**config.mk**
```make
export PLATFORM = sky130hd
export DESIGN_NAME = pwm_bank
export DESIGN_NICKNAME = d
export VERILOG_FILES = /design/src/rtl/pwm_bank.sv
export SDC_FILE = /design/constraint.sdc
export NUM_CORES = 1
export LEC_CHECK = 0
export CORE_ASPECT_RATIO = 0.5
export CORE_UTILIZATION = 60
export DETAILED_ROUTE_END_ITERATION = 12
export PLACE_DENSITY_LB_ADDON = 0.25
export SYNTH_ARGS = -nofsm -noshare
export SYNTH_HDL_FRONTEND = slang
export SYNTH_HIERARCHICAL = 1
export SYNTH_SLANG_ARGS = --single-unit
```
**constraint.sdc**
```tcl
create_clock -name clk -period 6 [get_ports clk]
set_input_delay 1.8 -clock clk [delete_from_list [all_inputs] [get_ports clk]]
set_output_delay 1.8 -clock clk [all_outputs]
set_load 0.01 [all_outputs]
```
**src/rtl/pwm_bank.sv**
```systemverilog
// pwm_bank: multi-channel PWM with one shared period counter and double-buffered
// duty/period registers that switch over only at a PWM cycle boundary.

module pwm_lane #(
  parameter int WIDTH = 16
) (
  input  logic             clk,
  input  logic             reset,
  input  logic             wr_sel,
  input  logic [WIDTH-1:0] wr_data,
  input  logic             load,
  input  logic [WIDTH-1:0] cnt,
  input  logic             run,
  input  logic             enable,
  input  logic             invert,
  output logic             pwm
);
  logic [WIDTH-1:0] duty_sh, duty_act;

  always_ff @(posedge clk) begin
    if (reset) begin
      duty_sh  <= '0;
      duty_act <= '0;
      pwm      <= 1'b0;
    end else begin
      if (wr_sel) duty_sh <= wr_data;
      // a write landing on the load cycle is forwarded past the stale shadow
      if (load) duty_act <= wr_sel ? wr_data : duty_sh;
      pwm <= (enable & run & (cnt < duty_act)) ^ invert;
    end
  end
endmodule

module pwm_bank #(
  parameter int CHANNELS = 4,
  parameter int WIDTH    = 16,
  parameter int AW       = $clog2(CHANNELS + 1)
) (
  input  logic                clk,
  input  logic                reset,
  input  logic                wr_en,
  input  logic [AW-1:0]       wr_addr,
  input  logic [WIDTH-1:0]    wr_data,
  input  logic                cfg_center,
  input  logic                sync,
  input  logic [CHANNELS-1:0] ch_enable,
  input  logic [CHANNELS-1:0] ch_invert,
  output logic [CHANNELS-1:0] pwm_out,
  output logic                cycle_start
);
  localparam logic [AW-1:0]    PER_ADDR = AW'(CHANNELS);
  localparam logic [WIDTH-1:0] ONE      = WIDTH'(1);

  logic [WIDTH-1:0] cnt, per_sh, per_act;
  logic             down, mode_act, run, bnd, load, per_wr;
  logic [1:0]       vld_pipe;

  assign run    = (per_act != '0);
  assign per_wr = wr_en && (wr_addr == PER_ADDR);
  assign bnd    = !run
               || (!mode_act && (cnt == per_act - ONE))
               || ( mode_act && down && (cnt == '0));
  assign load   = bnd || sync;

  always_ff @(posedge clk) begin
    if (reset) begin
      cnt      <= '0;
      down     <= 1'b0;
      per_sh   <= '0;
      per_act  <= '0;
      mode_act <= 1'b0;
      vld_pipe <= '0;
    end else begin
      if (per_wr) per_sh <= wr_data;
      // stage 0: load decided; stage 1: cnt==0 visible on pwm_out, suppressed when stopped
      vld_pipe <= {vld_pipe[0] & run, load};
      if (load) begin
        cnt      <= '0;
        down     <= 1'b0;
        per_act  <= per_wr ? wr_data : per_sh;
        mode_act <= cfg_center;
      end else if (!mode_act) begin
        cnt <= cnt + ONE;
      end else if (!down) begin
        // the top count is held one extra clock while turning around
        if (cnt == per_act - ONE) down <= 1'b1;
        else                      cnt  <= cnt + ONE;
      end else begin
        cnt <= cnt - ONE;
      end
    end
  end

  assign cycle_start = vld_pipe[1];

  for (genvar i = 0; i < CHANNELS; i++) begin : g_lane
    pwm_lane #(.WIDTH(WIDTH)) u_lane (
      .clk     (clk),
      .reset   (reset),
      .wr_sel  (wr_en && (wr_addr == AW'(i))),
      .wr_data (wr_data),
      .load    (load),
      .cnt     (cnt),
      .run     (run),
      .enable  (ch_enable[i]),
      .invert  (ch_invert[i]),
      .pwm     (pwm_out[i])
    );
  end
endmodule

```
==> metrics.md <==
| Metric | Value |
|---|---|
| TritonCTS clock tree | done |
| Total GRT Usage | 29.0% |
| Count of buffers inserted at the top-level ports | 36 |
| Post-Synthesis Cells | 1016 |
| Internal power | 2.07 mW |
| Cell types with the highest counts after synthesis | sky130_fd_sc_hd__dfxtp_1, sky130_fd_sc_hd__nor2_1, sky130_fd_sc_hd__inv_1, sky130_fd_sc_hd__mux2i_1, sky130_fd_sc_hd__a211oi_1 |
| Clock latency of the later-clocked register in the worst-skew pair | 0.44 ns |
| IO Count | 37 |
| Post CTS Setup Buffer Count | 0 |
| Area fraction in compound gates after synthesis | 14.6% |
| First-pass GRT wire length | 35000 um |
| Unique masters post-synth | 77 |
| Switching Share | 29.4% |
| Run status | finished, final reports clean |
| Portion of the clock cycle consumed by the worst path in the final layout | 71.0% |
| Core area | 14700 sq um |
| Least-Margin Pin Slew | 1.14 ns |
| Minimum clock period | 4.26 ns |
| Hold-fix buffers at CTS | 0 |
| Multi-input combinational cell area | 4990 sq um |
| Type of the setup path with the least slack | register to register |
| Half-perimeter wire length after placement | 15300 um |
| Area contributors post-synth | sky130_fd_sc_hd__dfxtp_1, sky130_fd_sc_hd__ha_1, sky130_fd_sc_hd__mux2i_1, sky130_fd_sc_hd__nor2_1, sky130_fd_sc_hd__a211oi_1 |
| Reported leakage power | 3.96 nW |
| Logic gate share of total power | 15.0% |
| Fraction of the mapped netlist area in adder cells | 8.69% |
| Number of nets in the finished design | 1117 |
| Number of global-route vias before repair | 6879 |
| Worst min-delay path category | register to register |
| Fraction of the yosys area taken by sequential cells | 40.0% |
| Maxcap violations | 0 |
| Remaining routing DRC violations | 0 |
| Unrepaired setup endpoints after global routing | false |
| Ant diodes | 0 |
| Area enclosed by the die boundary | 15900 sq um |
| Sequential share of power | 45.0% |
| Instance area at placement | 9610 sq um |
| Final hold violation count | 0 |
| Remaining number of nets flagged by the antenna check after routing | 0 |
| Fraction of the mapped netlist area in simple logic gates | 18.1% |
| Via count | 7311 |
| Worst setup skew after layout | 0.0137 ns |
| Count of flip-flops with a built-in enable after synthesis | 0 |
| WL per Instance | 17.7 um |
| GRT met1 Usage | 39.9% |
| Share of cell area taken by muxes after synthesis | 10.1% |
| Layout Cell Area excl Fill | 10200 sq um |
| IR Drop Worst-Case VDD | 240 uV |
| Bufs on Longest Clock Path | 2 |
| Final Max Slew Viols | 0 |
| Final setup fails | 0 |
| Final sum of negative setup slack | 0 ns |
| Total power | 2.94 mW |
| Total Wirelength | 21900 um |
| Horizontal die dimension | 177 um |
| Clock tree root driver cell | sky130_fd_sc_hd__clkbuf_16 |
| Yosys top cell by area | sky130_fd_sc_hd__dfxtp_1 |
| Top fanout value on the critical path | 76 |
| Clock-pin slew on the worst setup and hold paths | 0.07 ns |
| Detailed-router iteration count before antenna repair | 5 |
| Largest net degree at the start of global routing | 80 |
| H-tree levels | 4 |
| Overflow after GRT | 0 |
| Most used DFF post-synth | sky130_fd_sc_hd__dfxtp_1 |
| Peak clock frequency supported by timing | 235 MHz |
| Relative area change from synthesis to final layout | 10.9% |
| Post-Synth XOR/XNOR Area | 2.09% |
| Via-per-instance ratio | 5.93 |
| Net switching power | 0.865 mW |
| Number of synthesis warnings | 6 |
| Most numerous cell in the Yosys netlist | sky130_fd_sc_hd__dfxtp_1 |
| Global-route met2 utilization | 46.4% |
| Total nets after synthesis | 1112 |
| Area of the mapped netlist | 9220 sq um |
| Syn avg cell area | 9.07 sq um |
| Worst Setup Start Kind | register |
| Initial antenna violation count | 0 |
| Portion of synthesized cell area occupied by the leading cell type | 40.0% |
| Iter 0 DRT Violations | 541 |
| Main combinational cell family by area after synthesis | simple AND/OR/NAND/NOR gates |
| Starting Density | 62.6% |
| Placer's final routability congestion estimate | 0.869 |
| Met3 demand-to-capacity share in global routing | 6.02% |
| Busiest grt layer | met2 |
| Register bit total from synthesis | 184 |
| Sinks on the clock net | 184 |
| Power share of the clock group | 40.0% |
| Number of placement rows | 31 |
| Vert. Die Dim | 89.7 um |
| Fraction of layout cells with a size suffix above 1 | 8.90% |
| Critical path endpoint category | register |
| Data required time at the worst endpoint | 6.34 ns |
| Post-layout utilization of the core | 69.4% |
| Final-layout fill cell count | 1164 |
| Resize count post-CTS | 0 |
| Power density over cell area | 287 nW/um^2 |
| Clock buffers created by TritonCTS | 17 |
| Data arrival time of the critical path | 4.60 ns |
| Sequential cell area | 3680 sq um |
| Headroom to the max-slew limit | 23.8% |
| Share of flip-flops with an asynchronous set or reset after synthesis | 0% |
## kinds of logic after synthesis
family / Yosys count
simple gates: 345
compound gates: 186
flops: 184
buf+inv: 129
mux: 86
fa+ha+maj: 64
xor+xnor: 22
## power groups by stage
stage	logic (mW)	clock network, mW	registers (mW)
finish	0.441	1.18	1.32
global route	0.483	1.24	1.33
CTS	0.436	1.19	1.32
detailed placement	0.430	0	1.35
global placement	0.416	0	1.35
floorplan	0.318	0	1.34
## registers in the layout, indices dropped and copies added (netlist names)
signal,flops
g_lane.u_lane/pwm,4
g_lane.u_lane/duty_sh,64
per_act,16
per_sh,16
cnt,16
mode_act,1
g_lane.u_lane/duty_act,64
down,1
vld_pipe,2
## per-layer routing
| layer | routed length [um] | part of all wire (%) |
|---|---|---|
| met5 | 0 | 0 |
| met4 | 274 | 1.3 |
| met3 | 1300 | 5.9 |
| met2 | 9640 | 44 |
| met1 | 10600 | 49 |
## worst max-delay path, cell delays in order (launching register included)
cell                       delay, ns
sky130_fd_sc_hd__dfxtp_1        0.75
sky130_fd_sc_hd__nand3_1        0.24
sky130_fd_sc_hd__a221oi_1       0.39
sky130_fd_sc_hd__a31oi_1        0.10
sky130_fd_sc_hd__a2111o_1       0.51
sky130_fd_sc_hd__a2111o_4       0.54
sky130_fd_sc_hd__nand2_4        0.66
sky130_fd_sc_hd__buf_4          0.52
sky130_fd_sc_hd__nor2_1         0.11
sky130_fd_sc_hd__a211oi_1       0.27
## path summary, 6_finish.rpt
kind,cells after the start,end,start,slack [ns]
setup / recovery,9,g_lane[1].u_lane/duty_act[3],cnt[2],1.74
hold / removal,2,per_sh[6],per_sh[6],0.47
setup reg to reg,9,g_lane[1].u_lane/duty_act[3],cnt[2],1.74
hold reg to reg,2,per_sh[6],per_sh[6],0.47
## final cells by class
| cell class | count | share of cell area [%] |
|---|---|---|
| Clock buffer | 17 | 4.16 |
| Clock inverter | 15 | 1.90 |
| Inverter | 70 | 2.57 |
| Multi-Input combinational cell | 703 | 48.8 |
| Sequential cell | 184 | 36.0 |
| Tap cell | 198 | 2.42 |
| Timing Repair Buffer | 45 | 4.16 |
## through the flow
step           hold slack (ns)  setup slack, ns  cells
3_5_place_dp             0.459             1.46   1200
3_3_place_gp             0.449             1.54   1200
2_1_floorplan            0.430             2.73   1016
4_1_cts                  0.466             1.82   1232
5_1_grt                  0.489             1.58   1232
6_report                 0.466             1.74   1232
## cells in the final DEF, fill, tap and decap left out, types with 5 or more instances in the layout
master	synthesis	layout
sky130_fd_sc_hd__dfxtp_1	184	184
sky130_fd_sc_hd__nor2_1	161	161
sky130_fd_sc_hd__inv_1	70	70
sky130_fd_sc_hd__mux2i_1	66	66
sky130_fd_sc_hd__a211oi_1	65	65
sky130_fd_sc_hd__ha_1	64	64
sky130_fd_sc_hd__nand2_1	58	58
sky130_fd_sc_hd__a21oi_1	54	54
sky130_fd_sc_hd__clkdlybuf4s50_1	0	35
sky130_fd_sc_hd__o21ai_0	25	25
sky130_fd_sc_hd__nor3_1	19	19
sky130_fd_sc_hd__nand3_1	17	17
sky130_fd_sc_hd__clkbuf_16	0	17
sky130_fd_sc_hd__xor2_1	12	12
sky130_fd_sc_hd__or3_1	12	12
sky130_fd_sc_hd__mux2_4	12	12
sky130_fd_sc_hd__nor2b_1	11	11
sky130_fd_sc_hd__xnor2_1	10	10
sky130_fd_sc_hd__buf_4	7	10
sky130_fd_sc_hd__nor4_1	8	8
sky130_fd_sc_hd__nand4_1	8	8
sky130_fd_sc_hd__and2b_2	7	7
sky130_fd_sc_hd__mux2_2	7	7
sky130_fd_sc_hd__nand3b_1	5	5
sky130_fd_sc_hd__inv_8	0	5
sky130_fd_sc_hd__a2111oi_2	6	5
(Power assumes the default switching activity.)
